===== config.mk =====
export PLATFORM = sky130hd
export DESIGN_NAME = mult_sequencer
export DESIGN_NICKNAME = d
export VERILOG_FILES = /design/src/rtl/mult_sequencer_pkg.sv /design/src/rtl/mult_sequencer_alu.sv /design/src/rtl/mult_sequencer.sv
export SDC_FILE = /design/constraint.sdc
export NUM_CORES = 1
export LEC_CHECK = 0
export BUFFER_PORTS_ARGS = -buffer_cell sky130_fd_sc_hd__buf_2
export CAP_MARGIN = 20
export CORE_UTILIZATION = 34
export CTS_BUF_LIST = sky130_fd_sc_hd__clkbuf_2
export CTS_CLUSTER_SIZE = 20
export DETAILED_ROUTE_END_ITERATION = 10
export SYNTH_ARGS = -nofsm -noshare
export SYNTH_HDL_FRONTEND = slang
export SYNTH_SLANG_ARGS = --single-unit

===== constraint.sdc =====
create_clock -name clk -period 3.7 [get_ports clk]
set_clock_uncertainty 0.2 [all_clocks]
set_input_delay 0.555 -clock clk [delete_from_list [all_inputs] [get_ports clk]]
set_output_delay 0.555 -clock clk [all_outputs]
set_load 0.005 [all_outputs]

===== src/rtl/mult_sequencer_pkg.sv =====
`default_nettype none
// ============================================================================
//  Module      : mult_sequencer_pkg
//  Description : Shared types and constants for the sequential multiplier:
//                FSM state encoding, ALU opcodes and iteration count.
//  Revision    : 1.0 - initial release
// ============================================================================
package mult_sequencer_pkg;

    // Number of shift-add iterations for a 32x32 product
    localparam int ITERATIONS = 32;

    // ALU operation codes (3-bit control field)
    localparam logic [2:0] ALU_PASS = 3'b000;
    localparam logic [2:0] ALU_ADD  = 3'b001;
    localparam logic [2:0] ALU_SUB  = 3'b010;
    localparam logic [2:0] ALU_AND  = 3'b011;
    localparam logic [2:0] ALU_OR   = 3'b100;
    localparam logic [2:0] ALU_XOR  = 3'b101;
    localparam logic [2:0] ALU_SLT  = 3'b110;
    localparam logic [2:0] ALU_SLL  = 3'b111;

    // Sequencer states
    typedef enum logic [2:0] {
        S_IDLE = 3'd0,
        S_LOAD = 3'd1,
        S_CALC = 3'd2,
        S_FIX  = 3'd3,
        S_DONE = 3'd4
    } state_t;

endpackage
`default_nettype wire


===== src/rtl/mult_sequencer_alu.sv =====
`default_nettype none
// ============================================================================
//  Module      : mult_sequencer_alu
//  Description : Combinational 32-bit ALU. The multiplier only uses ADD, but
//                the full opcode set is kept so the block stays drop-in
//                compatible with the datapath ALU.
//  Revision    : 1.0 - initial release
// ============================================================================
module mult_sequencer_alu
    import mult_sequencer_pkg::*;
#(
    parameter int WIDTH = 32
) (
    input  logic [2:0]       i_ctrl,
    input  logic [WIDTH-1:0] i_a,
    input  logic [WIDTH-1:0] i_b,
    output logic [WIDTH-1:0] o_result
);

    localparam int SH_W = $clog2(WIDTH);

    // Opcode decode; result defaults to pass-through of operand A
    always_comb begin
        o_result = i_a;
        case (i_ctrl)
            ALU_PASS: o_result = i_a;
            ALU_ADD:  o_result = i_a + i_b;
            ALU_SUB:  o_result = i_a - i_b;
            ALU_AND:  o_result = i_a & i_b;
            ALU_OR:   o_result = i_a | i_b;
            ALU_XOR:  o_result = i_a ^ i_b;
            ALU_SLT:  o_result = {{(WIDTH-1){1'b0}}, ($signed(i_a) < $signed(i_b))};
            ALU_SLL:  o_result = i_a << i_b[SH_W-1:0];
            default:  o_result = i_a;
        endcase
    end

endmodule
`default_nettype wire


===== src/rtl/mult_sequencer.sv =====
`default_nettype none
// ============================================================================
//  Module      : mult_sequencer
//  Description : Sequential 32x32 -> 64 shift-add multiplier (MULT/MULTU).
//                Signed operands are converted to magnitudes, multiplied
//                unsigned over 32 iterations, then the product is negated
//                when the operand signs differ.
//  Revision    : 1.0 - initial release
// ============================================================================
module mult_sequencer
    import mult_sequencer_pkg::*;
#(
    parameter int WIDTH     = 32,
    parameter bit SIGNED_EN = 1'b1
) (
    input  logic             clk,
    input  logic             rst_n,
    input  logic             start,
    input  logic             is_signed,
    input  logic [WIDTH-1:0] op_a,
    input  logic [WIDTH-1:0] op_b,
    output logic             busy,
    output logic             done,
    output logic [WIDTH-1:0] hi,
    output logic [WIDTH-1:0] lo
);

    localparam int CNT_W = $clog2(ITERATIONS);

    state_t             state_q,  state_d;
    logic [WIDTH-1:0]   mcand_q,  mcand_d;
    logic [WIDTH-1:0]   mplier_q, mplier_d;
    logic [WIDTH-1:0]   acc_hi_q, acc_hi_d;
    logic [WIDTH-1:0]   acc_lo_q, acc_lo_d;
    logic [CNT_W-1:0]   count_q,  count_d;
    logic               sgn_q,    sgn_d;
    logic               neg_q,    neg_d;
    logic [WIDTH-1:0]   hi_q,     hi_d;
    logic [WIDTH-1:0]   lo_q,     lo_d;

    logic [WIDTH-1:0]   w_alu_sum;
    logic [WIDTH-1:0]   w_sum;
    logic               w_carry;
    logic [2*WIDTH-1:0] w_prod;
    logic [2*WIDTH-1:0] w_result;

    // Accumulate adder; only ADD is ever requested
    mult_sequencer_alu #(
        .WIDTH (WIDTH)
    ) u_alu (
        .i_ctrl   (ALU_ADD),
        .i_a      (acc_hi_q),
        .i_b      (mcand_q),
        .o_result (w_alu_sum)
    );

    // Partial-product add is taken only when the current multiplier bit is set;
    // the carry out is recovered from unsigned wrap-around of the sum
    assign w_sum    = mplier_q[0] ? w_alu_sum : acc_hi_q;
    assign w_carry  = mplier_q[0] & (w_alu_sum < acc_hi_q);
    assign w_prod   = {acc_hi_q, acc_lo_q};
    assign w_result = neg_q ? (~w_prod + 1'b1) : w_prod;

    assign hi = hi_q;
    assign lo = lo_q;

    // State and datapath registers, cleared asynchronously
    always_ff @(posedge clk or negedge rst_n) begin
        if (!rst_n) begin
            state_q  <= S_IDLE;
            mcand_q  <= '0;
            mplier_q <= '0;
            acc_hi_q <= '0;
            acc_lo_q <= '0;
            count_q  <= '0;
            sgn_q    <= 1'b0;
            neg_q    <= 1'b0;
            hi_q     <= '0;
            lo_q     <= '0;
        end else begin
            state_q  <= state_d;
            mcand_q  <= mcand_d;
            mplier_q <= mplier_d;
            acc_hi_q <= acc_hi_d;
            acc_lo_q <= acc_lo_d;
            count_q  <= count_d;
            sgn_q    <= sgn_d;
            neg_q    <= neg_d;
            hi_q     <= hi_d;
            lo_q     <= lo_d;
        end
    end

    // Next-state, datapath updates and status outputs
    always_comb begin
        state_d  = state_q;
        mcand_d  = mcand_q;
        mplier_d = mplier_q;
        acc_hi_d = acc_hi_q;
        acc_lo_d = acc_lo_q;
        count_d  = count_q;
        sgn_d    = sgn_q;
        neg_d    = neg_q;
        hi_d     = hi_q;
        lo_d     = lo_q;
        busy     = (state_q != S_IDLE);
        done     = (state_q == S_DONE);

        case (state_q)
            S_IDLE: begin
                if (start) begin
                    mcand_d  = op_a;
                    mplier_d = op_b;
                    sgn_d    = SIGNED_EN & is_signed;
                    state_d  = S_LOAD;
                end
            end
            S_LOAD: begin
                // Magnitude of the most negative value wraps to itself, which is
                // the correct unsigned magnitude
                if (sgn_q) begin
                    mcand_d  = mcand_q[WIDTH-1]  ? (~mcand_q + 1'b1)  : mcand_q;
                    mplier_d = mplier_q[WIDTH-1] ? (~mplier_q + 1'b1) : mplier_q;
                    neg_d    = mcand_q[WIDTH-1] ^ mplier_q[WIDTH-1];
                end else begin
                    neg_d    = 1'b0;
                end
                acc_hi_d = '0;
                acc_lo_d = '0;
                count_d  = '0;
                state_d  = S_CALC;
            end
            S_CALC: begin
                acc_hi_d = {w_carry, w_sum[WIDTH-1:1]};
                acc_lo_d = {w_sum[0], acc_lo_q[WIDTH-1:1]};
                mplier_d = mplier_q >> 1;
                count_d  = count_q + 1'b1;
                if (count_q == CNT_W'(ITERATIONS - 1)) begin
                    state_d = S_FIX;
                end
            end
            S_FIX: begin
                {hi_d, lo_d} = w_result;
                state_d      = S_DONE;
            end
            S_DONE: begin
                state_d = S_IDLE;
            end
            default: begin
                state_d = S_IDLE;
            end
        endcase
    end

endmodule
`default_nettype wire


==> results of run 1 <==
-- through the flow --
step	util	setup slack [ps]	hold WS [ps]	instance area, um2
after floorplan	-	-135	59.4	13000
after global placement	0.405	-197	258	15200
final	0.438	-248	238	16500
after detailed placement	0.405	-315	265	15200
after global routing	0.438	-481	179	16500
after CTS	0.438	-215	122	16400
-- power breakdown --
part | internal (mW) | switching (mW)
combinational | 4.61 | 5.78
sequential | 2.97 | 0.807
clock | 0.681 | 1.00
-- repair_timing --
action                     in CTS  in global routing
setup buffers                   2                  1
pin swaps                       4                  8
hold buffers                   71                  0
hold endpoints to repair      198                  0
resized for setup               5                  4
gates cloned                    0                  0
setup endpoints to repair       1                  2
-- final cells by class --
cell class                      count  area share
Multi-Input combinational cell   1154       0.453
Tap cell                          511      0.0388
Clock inverter                      8     0.00403
Clock buffer                       86      0.0261
Antenna cell                        1    0.000152
Inverter                           57      0.0130
Timing Repair Buffer              364       0.158
Sequential cell                   202       0.307
-- per-layer routing --
layer  up-vias  GRT usage  wire, um
met5         -          0         0
met4         0     0.0761      1240
met3        87     0.0273      2020
met2       382      0.289     16300
met1      5922      0.305     19700
li1       6222          -         -
-- state kept, by name, indices dropped and copies added, names as in the netlist --
name / count
lo: 32
mplier_q: 32
acc_lo_q: 32
hi: 32
neg_q: 1
mcand_q: 32
sgn_q: 1
acc_hi_q: 32
count_q: 5
state_q: 3
-- Yosys cell counts (35+ instances only) --
cell type and instances:
nor2_1 96, dfrtp_1 202, clkbuf_1 80, o22ai_1 52
a21oi_1 118, inv_1 55, xnor2_1 55, nand2_1 165
xor2_1 40, a22o_1 35, o21ai_0 178, nor3_1 39
ha_1 68
-- kinds of logic after synthesis --
logic type                 count (synthesis)
xor gates and xnor gates                  95
muxes                                     26
adders and majority gates                 69
buffers and inverters                    146
and+or+nand+nor                          433
DFF                                      202
AOI/OAI and AO/OA                        531
-- worst min-delay path by stage --
stage                  start          end  slack, ps  depth (start not counted)
floorplan              rst_n  acc_hi_q[0]         60                          0
global placement      lo[14]       lo[14]        260                          2
detailed placement    lo[20]       lo[20]        270                          2
CTS                  op_a[0]   mcand_q[0]        120                          4
global route         op_a[0]   mcand_q[0]        180                          4
finish              op_a[31]  mcand_q[31]        240                          3
-- tightest hold or removal path: cells and delay by family --
kind,cells,cell delay [ps]
buffers and inverters,2,640
AOI/OAI and AO/OA,1,110
-- cell usage in the layout, fill, tap and decap left out, drive strengths merged, types with 35 or more instances in the layout --
cell type and count:
a21oi 118, clkbuf 87, o21ai 183, a22o 35, nor3 41, xnor2 55
nand2 165, xor2 40, ha 68, dfrtp 202, o22ai 52, dlygate4sd3 71
buf 292, inv 55, nor2 97
==> out/metrics.csv, run 1 <==
metric,value,unit
worst hold path class,input port to flip-flop,
Final Net Count,1972,
Avg Inst Size Synth,8.63,um2
CTS buffer count,56,
clock latency on the worst-skew pair,940,ps
hpwl dp,28400,um
core outline area,37600,um2
XOR/XNOR Fraction of Synth Area,0.0642,
Tmin final,3950,ps
area share of the largest cell type after synthesis,0.390,
number of synthesized flops with an enable pin,0,
Post-synth ARST share,1.00,
CP Data Required Time,4320,ps
worst vdd ir,0.392,mV
family with the most delay on the worst path,compound AO/OA/AOI/OAI gates,
startpoint types,flip-flop,
slowest cell on the critical path,dfrtp_1,
Yosys warning total,0,
first-pass GRT wire length,63500,um
Setup CP Type,flip-flop to flip-flop,
Iter 0 DRT Violations,882,
synth unique cells,69,
placer congestion estimate,0.905,
"Cell Area, Synth",13000,um2
"area leader, netlist",dfrtp_1,
most frequent CP cell,inv_1,
grt ovf,0,
TritonRoute pass-1 iters,5,
H-tree depth,2,
RSZ-0062 raised after global routing,yes,
IO buf count,133,
DRT antenna net count,0,
Vert. Die Dim,197,um
CP Capture Type,flip-flop,
Synth Area in Compound Gates,0.256,
"top cells by area, synth","dfrtp_1 39%, o21ai_0 6.9%, ha_1 6.6%",
Worst EP arrival,4570,ps
"Clk pin slew, worst setup/hold paths",90,ps
Die Wd,197,um
Buf/Inv on CP,2,
Final Hold Fails,0,
final wirelength,39300,um
initial antenna violation count,1,
Top-Level Pins,134,
Synth Net Count,1639,
die area,38900,um2
power density over the cells,963,nW/um2
FF-to-FF path depth,21,
status,"finished, violations left",
share of cells above drive strength 1,0.226,
footprint of the multi-input gates,7460,um2
Slew HR,0.363,
Final TNS setup,-248,ps
FP Rows,71,
Layout Cells excl Fill,2383,
clock sinks,202,
WP depth,21,
max-cap violations,0,
Post-Synth Simple-Gate Area,0.160,
CTS tree,yes,
GRT Util Overall,0.202,
adder-cell share of the synthesized area,0.0672,
crit path from,mcand_q[0],
Post-synth top flop,dfrtp_1,
register area,5060,um2
Overall Power,15.9,mW
Inst Count DP,2214,
CP cell instances,ha_2 > inv_1 > fa_2 > nor2b_2 > o21a_1 > a31o_4 > a21oi_2 > o21ai_2 > a41oi_2 > o311ai_2 > a21oi_1 > xor2_1 > inv_1 > ha_1 > nand4_1 > nor2_1 > a211oi_1 > o211a_1 > nand2_1 > o21ai_0 > a31o_2,
mux contribution to synthesized area,0.0202,
vias post-DR,12613,
Seq cells post-synth,202,
vias in the first global route,11892,
reg2reg start,mcand_q[0],
# DRC,0,
fin. max-slew vios,0,
Post-Synthesis Cells,1502,
CTS root buffer,clkbuf_2,
worst-path fanout max,3,
final-report setup violation count,1,
drt wl/cell,16.5,um
Worst Max-Slew Pin Slew,953,ps
"Largest stage delay, worst path",370,ps
Fill cells,3722,
Synth-to-Final Area Change,27.1,%
P_leak,7.56,nW
CP Capture Point,acc_hi_q[31],
via density per instance,5.29,
failing checks,negative setup slack,
share of the clock period used by the worst path,1.07,
largest net degree at the start of global routing,81,
worst-case clock buffer depth,3,
Starting Density,0.345,
R2R Path End,acc_hi_q[31],
largest family of logic cells by synthesized area,compound AO/OA/AOI/OAI gates,
r2r setup slk,-250,ps
fmax,253,MHz
final setup margin,-248,ps
sequential fraction of the synthesis area,0.390,
(Power assumes the default switching activity.)
==> run 2: changes to the inputs <==
--- a/config.mk
+++ b/config.mk
@@ -11,6 +11,7 @@
 export CTS_BUF_LIST = sky130_fd_sc_hd__clkbuf_2
 export CTS_CLUSTER_SIZE = 20
 export DETAILED_ROUTE_END_ITERATION = 10
+export RECOVER_POWER = 100
 export SYNTH_ARGS = -nofsm -noshare
 export SYNTH_HDL_FRONTEND = slang
 export SYNTH_SLANG_ARGS = --single-unit
==> run 2 against run 1 <==
The flow finishes with violations (max-capacitance violations, max-slew violations, negative setup slack). Flip-flop and latch count unchanged. Combinational power barely moved. Sequential power about the same. Clock power about the same. Global-route usage is the same. Highest routed layer unchanged.
==> out/metrics.csv, run 2 (synthesis results as in run 1) <==
metric,value,unit
CTS tree,yes,
Iter 0 DRT Violations,938,
vias post-DR,12597,
clock power share,0.106,
placed cell area,15200,um2
"Clk pin slew, worst setup/hold paths",90,ps
first-pass GRT wire length,63500,um
max-cap violations,3,
die area,38900,um2
clock latency on the worst-skew pair,920,ps
hpwl dp,28400,um
Final TNS setup,-562,ps
initial antenna violation count,1,
most frequent cells in the layout,"201 x dfrtp_1, 178 x o21ai_0, 165 x nand2_1",
Vert. Die Dim,197,um
Final Util,0.437,
NetSw,7.58,mW
slowest cell on the critical path,dfrtp_1,
RSZ-0062 raised after global routing,yes,
CP Capture Type,flip-flop,
sw frac,0.479,
IO buf count,133,
CTS buffer count,56,
share of cells above drive strength 1,0.224,
worst vdd ir,0.373,mV
Starting Density,0.345,
CP Data Required Time,4300,ps
CTS root buffer,clkbuf_2,
grt ovf,0,
worst-path fanout max,3,
FP Rows,71,
H-tree depth,2,
footprint of the multi-input gates,7460,um2
pre-CTS setup slack,-315,ps
WHS,244,ps
sequential share of power,0.239,
Worst Max-Slew Pin Slew,2120,ps
DRT antenna net count,0,
Fill cells,3729,
Setup CP Type,flip-flop to flip-flop,
fin area,16400,um2
P_leak,7.54,nW
final wirelength,39200,um
Final Net Count,1972,
Worst EP arrival,4560,ps
core outline area,37600,um2
TritonRoute pass-1 iters,5,
GRT Util Overall,0.202,
Tmin final,3960,ps
clock sinks,202,
register area,5060,um2
Internal,8.25,mW
share of the clock period used by the worst path,1.07,
# DRC,0,
Slew HR,-0.413,
"commonest non-fill, non-tap cell in the layout",dfrtp_1,
worst-case clock buffer depth,3,
via density per instance,5.29,
fin. max-slew vios,162,
failing checks,"max-capacitance violations, max-slew violations, negative setup slack",
worst hold path class,input port to flip-flop,
drt wl/cell,16.5,um
Final Hold Fails,0,
final-report setup violation count,3,
status,"finished, violations left",
startpoint types,flip-flop,
"Largest stage delay, worst path",370,ps
Die Wd,197,um
vias in the first global route,11892,
fmax,253,MHz
CP cell instances,ha_2 > inv_1 > fa_2 > nor2b_2 > o21a_1 > a31o_4 > a21oi_2 > o21ai_2 > a41oi_2 > o311ai_2 > a21oi_1 > xor2_1 > inv_1 > ha_1 > nand4_1 > nor2_1 > a211oi_1 > o211a_1 > nand2_1 > o21ai_0 > a31o_2,
largest net degree at the start of global routing,81,
most frequent CP cell,inv_1,
Top-Level Pins,134,
combinational fraction of design power,0.655,
placer congestion estimate,0.905,
final setup margin,-258,ps
Synth-to-Final Area Change,26.7,%
power density over the cells,965,nW/um2
-- run 2: cell types whose count changed in the layout (fill, tap and decap cells not counted), sizes merged --
cell and change:
buf -7, clkbuf +7
-- run 2: power by group through the flow --
stage	Clock, mW	Sequential (mW)	Combinational (mW)
after floorplan	0	3.60	6.65
after global placement	0	3.79	9.90
after detailed placement	0	3.81	10.1
after CTS	1.76	3.77	10.3
after global routing	1.88	3.91	11.5
final	1.68	3.78	10.4
-- run 2: cell type report --
type	instances	area share
Timing Repair Buffer	364	0.156
Multi-Input combinational cell	1154	0.454
Clock buffer	86	0.0262
Inverter	57	0.0130
Clock inverter	8	0.00404
Antenna cell	1	0.000152
Sequential cell	202	0.308
Tap cell	511	0.0389
-- run 2: through the flow --
stage / total power, mW / std cells
6_report: 15.8 / 2383
5_1_grt: 17.3 / 2383
4_1_cts: 15.8 / 2381
3_5_place_dp: 13.9 / 2214
3_3_place_gp: 13.7 / 2214
2_1_floorplan: 10.3 / 1502
-- run 2: routing by layer --
| metal | vias to the layer above | GRT usage | wire, um |
|---|---|---|---|
| met5 | - | 0 | 0 |
| met4 | 0 | 0.0761 | 1230 |
| met3 | 89 | 0.0273 | 1840 |
| met2 | 369 | 0.289 | 16400 |
| met1 | 5913 | 0.305 | 19800 |
| li1 | 6226 | - | - |
-- run 2: critical path: cells and delay by family, from the launching register on --
family | cells | cell delay [ps]
simple gates | 4 | 450
flops | 1 | 370
xor+xnor | 1 | 230
fa+ha+maj | 3 | 810
buf+inv | 2 | 120
compound gates | 11 | 1690
-- run 2: path summary, 6_finish.rpt --
path                                  from  slack [ps]  cells past startpoint           end
worst max-delay path            mcand_q[0]        -260                     21  acc_hi_q[31]
max in group asynchronous            rst_n         180                      4  acc_lo_q[30]
worst min-delay path               op_a[0]         240                      4    mcand_q[0]
worst min register to register      lo[21]         280                      2        lo[21]
min in group asynchronous            rst_n         990                      3  acc_lo_q[31]
worst max register to register  mcand_q[0]        -260                     21  acc_hi_q[31]
-- run 2: what timing repair did --
action	4_1_cts	5_1_grt
hold buffers	71	0
resized for setup	5	4
buffers inserted	2	1
pin swaps	4	8
endpoints found under the hold margin	198	0
endpoints found under the setup margin	1	2
